[src/rtl/pipe_ser_pkg.sv]
// Shared definitions for the pipe serial link (transmitter and receiver).
package pipe_ser_pkg;

  typedef enum logic [2:0] {
    IDLE,
    START,
    DATA,
    PARITY,
    STOP,
    GAP
  } ser_state_e;

  localparam logic SER_IDLE_LVL  = 1'b1;
  localparam logic SER_START_LVL = 1'b0;
  localparam logic SER_STOP_LVL  = 1'b1;

  // Width of a counter that must hold values 0..n; never narrower than 1 bit.
  function automatic int unsigned cnt_width(input int unsigned n);
    return (n < 1) ? 1 : $clog2(n + 1);
  endfunction

endpackage

[src/rtl/pipe_ser_hold.sv]
// One-entry holding buffer in front of the serialiser.
// o_ready is a registered copy of !full, so it never depends on i_valid.
module pipe_ser_hold
  import pipe_ser_pkg::*;
#(
  parameter int unsigned W_DATA = 32
) (
  input  logic              i_clk,
  input  logic              i_reset,
  input  logic              i_valid,
  output logic              o_ready,
  input  logic [W_DATA-1:0] i_data,
  input  logic              i_clear,
  output logic              o_full,
  output logic [W_DATA-1:0] o_data
);

  logic accept;
  logic full_next;

  // Occupancy after this edge: a new word always wins over a same-cycle drain.
  always_comb begin
    accept    = i_valid && o_ready;
    full_next = accept || (o_full && !i_clear);
  end

  // Buffer storage and registered ready.
  always_ff @(posedge i_clk) begin
    if (i_reset) begin
      o_full  <= 1'b0;
      o_ready <= 1'b1;
      o_data  <= '0;
    end else begin
      o_full  <= full_next;
      o_ready <= !full_next;
      if (accept) begin
        o_data <= i_data;
      end
    end
  end

endmodule

[src/rtl/pipe_ser_tx.sv]
// Parallel-to-serial frame transmitter: start bit, data LSB first,
// optional even parity bit, stop bit, then GAP_BITS idle-high cycles.
// Build option: define PIPE_SER_TX_PARITY_EN to insert the parity bit.
module pipe_ser_tx
  import pipe_ser_pkg::*;
#(
  parameter int unsigned W_DATA   = 32,
  parameter int unsigned GAP_BITS = 2
) (
  input  logic              i_clk,
  input  logic              i_reset,
  input  logic              i_valid,
  output logic              o_ready,
  input  logic [W_DATA-1:0] i_data,
  output logic              o_ser,
  output logic              o_frame,
  output logic              o_busy
);

  localparam int unsigned W_CNT = cnt_width(W_DATA);
  localparam int unsigned W_GAP = cnt_width(GAP_BITS);
  localparam logic [W_CNT-1:0] CNT_LAST = W_CNT'(W_DATA - 1);
  localparam logic [W_GAP-1:0] GAP_LAST = W_GAP'((GAP_BITS == 0) ? 0 : GAP_BITS - 1);

  ser_state_e        state;
  logic [W_DATA-1:0] sh;
  logic [W_CNT-1:0]  cnt;
  logic [W_GAP-1:0]  gap_cnt;
  logic              buf_full;
  logic [W_DATA-1:0] buf_data;
  logic              load_c;

  pipe_ser_hold #(
    .W_DATA (W_DATA)
  ) u_hold (
    .i_clk   (i_clk),
    .i_reset (i_reset),
    .i_valid (i_valid),
    .o_ready (o_ready),
    .i_data  (i_data),
    .i_clear (load_c),
    .o_full  (buf_full),
    .o_data  (buf_data)
  );

  // Move the buffered word into the shifter whenever the FSM is about to start a frame.
  always_comb begin
    load_c = 1'b0;
    if (buf_full) begin
      case (state)
        IDLE:    load_c = 1'b1;
        STOP:    load_c = (GAP_BITS == 0);
        GAP:     load_c = (gap_cnt == GAP_LAST);
        default: load_c = 1'b0;
      endcase
    end
  end

`ifdef PIPE_SER_TX_PARITY_EN
  logic parity;

  // Even parity of the word, captured as it enters the shifter.
  always_ff @(posedge i_clk) begin
    if (i_reset) begin
      parity <= 1'b0;
    end else if (load_c) begin
      parity <= ^buf_data;
    end
  end
`endif

  // Frame FSM; the line outputs are a registered decode of the current state.
  always_ff @(posedge i_clk) begin
    if (i_reset) begin
      state   <= IDLE;
      sh      <= '0;
      cnt     <= '0;
      gap_cnt <= '0;
      o_ser   <= SER_IDLE_LVL;
      o_frame <= 1'b0;
    end else begin
      case (state)
        IDLE: begin
          o_ser   <= SER_IDLE_LVL;
          o_frame <= 1'b0;
          if (load_c) begin
            sh    <= buf_data;
            state <= START;
          end
        end
        START: begin
          o_ser   <= SER_START_LVL;
          o_frame <= 1'b1;
          cnt     <= '0;
          state   <= DATA;
        end
        DATA: begin
          o_ser   <= sh[0];
          o_frame <= 1'b1;
          sh      <= sh >> 1;
          cnt     <= cnt + W_CNT'(1);
          if (cnt == CNT_LAST) begin
`ifdef PIPE_SER_TX_PARITY_EN
            state <= PARITY;
`else
            state <= STOP;
`endif
          end
        end
`ifdef PIPE_SER_TX_PARITY_EN
        PARITY: begin
          o_ser   <= parity;
          o_frame <= 1'b1;
          state   <= STOP;
        end
`endif
        STOP: begin
          o_ser   <= SER_STOP_LVL;
          o_frame <= 1'b1;
          gap_cnt <= '0;
          if (GAP_BITS != 0) begin
            state <= GAP;
          end else if (load_c) begin
            sh    <= buf_data;
            state <= START;
          end else begin
            state <= IDLE;
          end
        end
        GAP: begin
          o_ser   <= SER_IDLE_LVL;
          o_frame <= 1'b0;
          gap_cnt <= gap_cnt + W_GAP'(1);
          if (gap_cnt == GAP_LAST) begin
            if (load_c) begin
              sh    <= buf_data;
              state <= START;
            end else begin
              state <= IDLE;
            end
          end
        end
        default: begin
          o_ser   <= SER_IDLE_LVL;
          o_frame <= 1'b0;
          state   <= IDLE;
        end
      endcase
    end
  end

  assign o_busy = (state != IDLE) || buf_full;

endmodule
[config.mk]
export PLATFORM = sky130hd
export DESIGN_NAME = pipe_ser_tx
export DESIGN_NICKNAME = d
export VERILOG_FILES = /design/src/rtl/pipe_ser_pkg.sv /design/src/rtl/pipe_ser_hold.sv /design/src/rtl/pipe_ser_tx.sv
export SDC_FILE = /design/constraint.sdc
export NUM_CORES = 1
export LEC_CHECK = 0
export CORE_AREA = 2 2 85 87
export DETAILED_ROUTE_END_ITERATION = 6
export DIE_AREA = 0 0 87 89
export HOLD_SLACK_MARGIN = 0.15
export PLACE_DENSITY = 0.85
export SETUP_SLACK_MARGIN = 0.1
export SLEW_MARGIN = 20
export SYNTH_ARGS = -nofsm -noshare
export SYNTH_HDL_FRONTEND = slang
export SYNTH_SLANG_ARGS = --single-unit
[constraint.sdc]
create_clock -name i_clk -period 1.4 [get_ports i_clk]
set_input_delay 0.21 -clock i_clk [delete_from_list [all_inputs] [get_ports i_clk]]
set_output_delay 0.21 -clock i_clk [all_outputs]
set_load 0.05 [all_outputs]
==> metrics.log <==
[metrics] synthesized instance count: between 300 and 400
[metrics] clock edge transition at the registers on the reported setup and hold paths: around 0.09 ns
[metrics] multiplexer fraction of the synthesized cell area: under 10%
[metrics] launching element of the worst setup path: state[0]
[metrics] Cell Count, Final, Fillers Out: about 520
[metrics] total number of H-tree levels: 3
[metrics] leading cell type by number of instances after synthesis: sky130_fd_sc_hd__dfxtp_1
[metrics] die boundary height: a little under 90 µm
[metrics] routed via count divided by cell count: around 6
[metrics] flip-flop and latch count after synthesis: 79
[metrics] Post-Synthesis Net Count: around 420
[metrics] later-pin clock latency in the skew report: roughly 0.37 ns
[metrics] initial core utilization: between 40% and 50%
[metrics] startpoint of the lowest-slack register-to-register path: state[0]
[metrics] Mean Syn Cell Area: between 8 and 9 µm²
[metrics] Sw Share: roughly 31%
[metrics] Detail Placement HPWL: about 5300 µm
[metrics] relative area change from synthesis to final layout: 43.93%
[metrics] compound-gate portion of the synthesized area: between 20% and 30%
[metrics] area of the die: roughly 7700 µm²
[metrics] Yosys top cell by area: sky130_fd_sc_hd__dfxtp_1
[metrics] FMAX: about 630 MHz
[metrics] routed vias: 3103
[metrics] Antenna Diode Count: 0
[metrics] sequential-to-total area share from yosys stat: between 40% and 50%
[metrics] combinational group share of total power: between 20% and 30%
[metrics] type of the tightest min-delay check: primary input to register
[metrics] fraction of met2 tracks used by global routing: a little over two fifths
[metrics] Cell Area, Synth: 3358 µm²
[metrics] post-synthesis xor/xnor area fraction: 0%
[metrics] Power Density: roughly 1300 nW/µm²
[metrics] I/O pins: 39
[metrics] final worst-path cycle share: 113.0%
[metrics] final wirelength: about 9500 µm
[metrics] Tot GR Track Use: 25.06%
[metrics] TritonCTS buffer count: 9
[metrics] met3 global-route usage: under 10%
[metrics] grt total ovfl: 0
[metrics] post-detailed-route count of antenna-violating nets: 0
[metrics] gp weighted congestion: about 0.94
[metrics] critical path required time: around 1.2 ns
[metrics] worst voltage drop across the vdd grid: between 0.0006 and 0.0007 V
[metrics] count of TritonRoute iterations in the first routing pass: 4
[metrics] Synth top cells by count: sky130_fd_sc_hd__dfxtp_1 (79), sky130_fd_sc_hd__nand2_1 (74), sky130_fd_sc_hd__a21oi_1 (72)
[metrics] share of Yosys cell area claimed by the top area cell type: between 40% and 50%
[metrics] Core Footprint: roughly 6700 µm²
[metrics] setup slack at placement: -0.1017 ns
[metrics] FF-to-FF End: sh[16]
[metrics] number of enable flip-flop cells after synthesis: 0
[metrics] simple-gate share of the synthesized area: about 14%
[metrics] Worst Max-Slew Pin Slew: 0.6343 ns
[metrics] Clock Tree Root: sky130_fd_sc_hd__clkbuf_8
[metrics] most common flop cell mapped by yosys: sky130_fd_sc_hd__dfxtp_1
[metrics] outcome: complete, but fails checks
[metrics] sequential cell fraction of total power: about 44%
[metrics] starting DRC count in detailed routing: slightly above 200
[metrics] internal power summed over all cells: 4.171 mW
[metrics] max-slew headroom at the worst pin: slightly below 60%
[metrics] Finished Core Util: 71.94%
[metrics] count of pins over their slew limit: 0
[metrics] average routed wire per standard cell: around 18 µm
[metrics] class of the most critical setup path: register to output pin
[metrics] count of different cell masters after synthesis: 36
[metrics] CTS max path bufs: 2
[metrics] count of unresolved DRC violations after routing: 0
[metrics] most used routing layer in global routing: met2
[metrics] min Tclk post-route: 1.582 ns
[metrics] TritonCTS clock tree: yes
[metrics] maximum number of pins on one net before global-route repair: 33
[metrics] cells on worst reg2reg path: 6
[metrics] arithmetic-cell share of the synthesized area counting full adders, half adders and majority gates: 0.7452%
[metrics] fraction of power consumed by the clock network: between 20 and 30%
[metrics] signal arrival time at the worst endpoint: 1.37 ns
[metrics] switching power total: 1.895 mW
[metrics] end point of the critical path: o_busy
[metrics] final critical-path setup slack: -0.1820 ns
[metrics] RSZ-0062 raised after global routing: yes
[metrics] Total Neg Setup Slack: -3.042 ns
[metrics] endpoint type of the worst setup path: output pin
[metrics] number of antenna violations at the first check in global routing: 0
[metrics] vias in the first global route: roughly 3.1k
[metrics] largest cells by area after synthesis: sky130_fd_sc_hd__dfxtp_1 (47%), sky130_fd_sc_hd__a21oi_1 (11%), sky130_fd_sc_hd__mux2i_1 (9.5%)
[metrics] largest family of logic cells by synthesized area: compound AO/OA/AOI/OAI gates
[metrics] die boundary width: around 87 µm
[metrics] Final Hold Violating Endpoints: 0
[metrics] Final setup viols: 37
[metrics] fraction of final layout cells sized beyond drive strength 1: between 30 and 40%
[metrics] placed cells: 493
[metrics] Post-Route Skew: ~0.013 ns
[metrics] clock net sink count: 79
[metrics] highest fanout seen on the critical path: 5
[metrics] number of buffers inserted by port buffering: 38
[metrics] r2r setup slk: -0.17 ns
[metrics] global-route wire length before repair: roughly 15000 µm
[metrics] max-capacitance violation count: 0
[metrics] P_leak: about 1.7 nW
[metrics] violated checks: setup timing
[metrics] startpoint class of the critical path: register
[metrics] share of async-settable or async-resettable flops after synthesis: 0%
[metrics] Final Net Count: 474
[metrics] Synthesis Warnings: 0
[metrics] global routing usage on met1: between 20% and 30%
[metrics] Site Rows: 30
## how the worst min path moves through the flow
stage	slack [ns]	depth (start not counted)	from	end
2_1_floorplan	0.35	2	i_data[0]	u_hold.o_data[0]
3_3_place_gp	0.44	2	gap_cnt[1]	gap_cnt[1]
3_5_place_dp	0.45	2	u_hold.o_data[0]	u_hold.o_data[0]
4_1_cts	0.36	2	i_reset	u_hold.o_data[8]
5_1_grt	0.39	3	i_data[8]	u_hold.o_data[8]
6_report	0.37	2	i_reset	u_hold.o_data[8]
## metal layers
layer | share of wire (%) | vias up | routed length [µm]
li1 | - | 1490 | -
met1 | 41 | 1497 | 3938
met2 | 52 | 91 | 4936
met3 | 4.6 | 25 | 442
met4 | 2.4 | 0 | 230
met5 | 0 | - | 0
## per-stage QoR
step                      instance area [µm²]  hold slack [ns]  power [mW]
after floorplan                          3680           0.3460       3.595
after global placement                   4258           0.4435       3.972
after detailed placement                 4258           0.4485       4.038
after CTS                                4722           0.3639       5.919
after global routing                     4833           0.3923       6.270
final                                    4833           0.3730       6.066
## cell type report
| class | count | area, µm² |
|---|---|---|
| clock buffer | 12 | 176.4 |
| clock inverter | 4 | 26.28 |
| fill | 451 | 1886 |
| inverter | 2 | 7.507 |
| multi-input combinational | 262 | 1984 |
| sequential | 79 | 1595 |
| tap | 80 | 100.1 |
| timing repair buffer | 83 | 943.4 |
## state kept, by name, summed over array words and instances (netlist names)
name            flops
u_hold.o_ready      1
o_frame             1
o_ser               1
cnt                 6
state               3
u_hold.o_data      32
sh                 32
gap_cnt             2
u_hold.o_full       1
## layout by cell type (no fill, tap or decap), drive strengths merged, types with 3 or more instances in the layout
master	n
clkdlybuf4s50	33
a311oi	3
a21oi	72
dfxtp	79
clkinv	3
nand3	6
buf	49
clkbuf	12
nand2	74
nor2	5
nand3b	4
o21ai	4
nand2b	6
a221oi	32
mux2i	32
## timing repair
action,in CTS,in global routing
gates cloned,3,0
hold buffers,0,0
pin swaps,19,7
gates resized for setup,34,21
setup endpoints to repair,42,44
buffers inserted,6,6
endpoints found under the hold margin,0,0
## power by group through the flow
stage	logic [mW]	clock network, mW	registers, mW
after floorplan	0.944	0	2.65
after CTS	1.57	1.72	2.63
after global placement	1.32	0	2.65
after global routing	1.77	1.81	2.69
final	1.66	1.73	2.67
after detailed placement	1.37	0	2.67
## cell families (layout without fill, tap and decap cells)
logic type / count (synthesis) / count (layout)
flip-flops: 79 / 79
buffers and inverters: 40 / 101
AO/OA/AOI/OAI: 121 / 121
AND/OR/NAND/NOR: 107 / 107
multiplexers: 32 / 32
adder cells (fa/ha/maj): 2 / 2
## worst max-delay path, stage by stage, from the launching register on
cell                      delay, ns
sky130_fd_sc_hd__dfxtp_2       0.33
sky130_fd_sc_hd__buf_6         0.13
sky130_fd_sc_hd__buf_12        0.12
sky130_fd_sc_hd__buf_8         0.12
sky130_fd_sc_hd__nor2_4        0.07
sky130_fd_sc_hd__nand2_2       0.07
sky130_fd_sc_hd__buf_12        0.16
No activity file was read; power rests on OpenSTA's default activity.
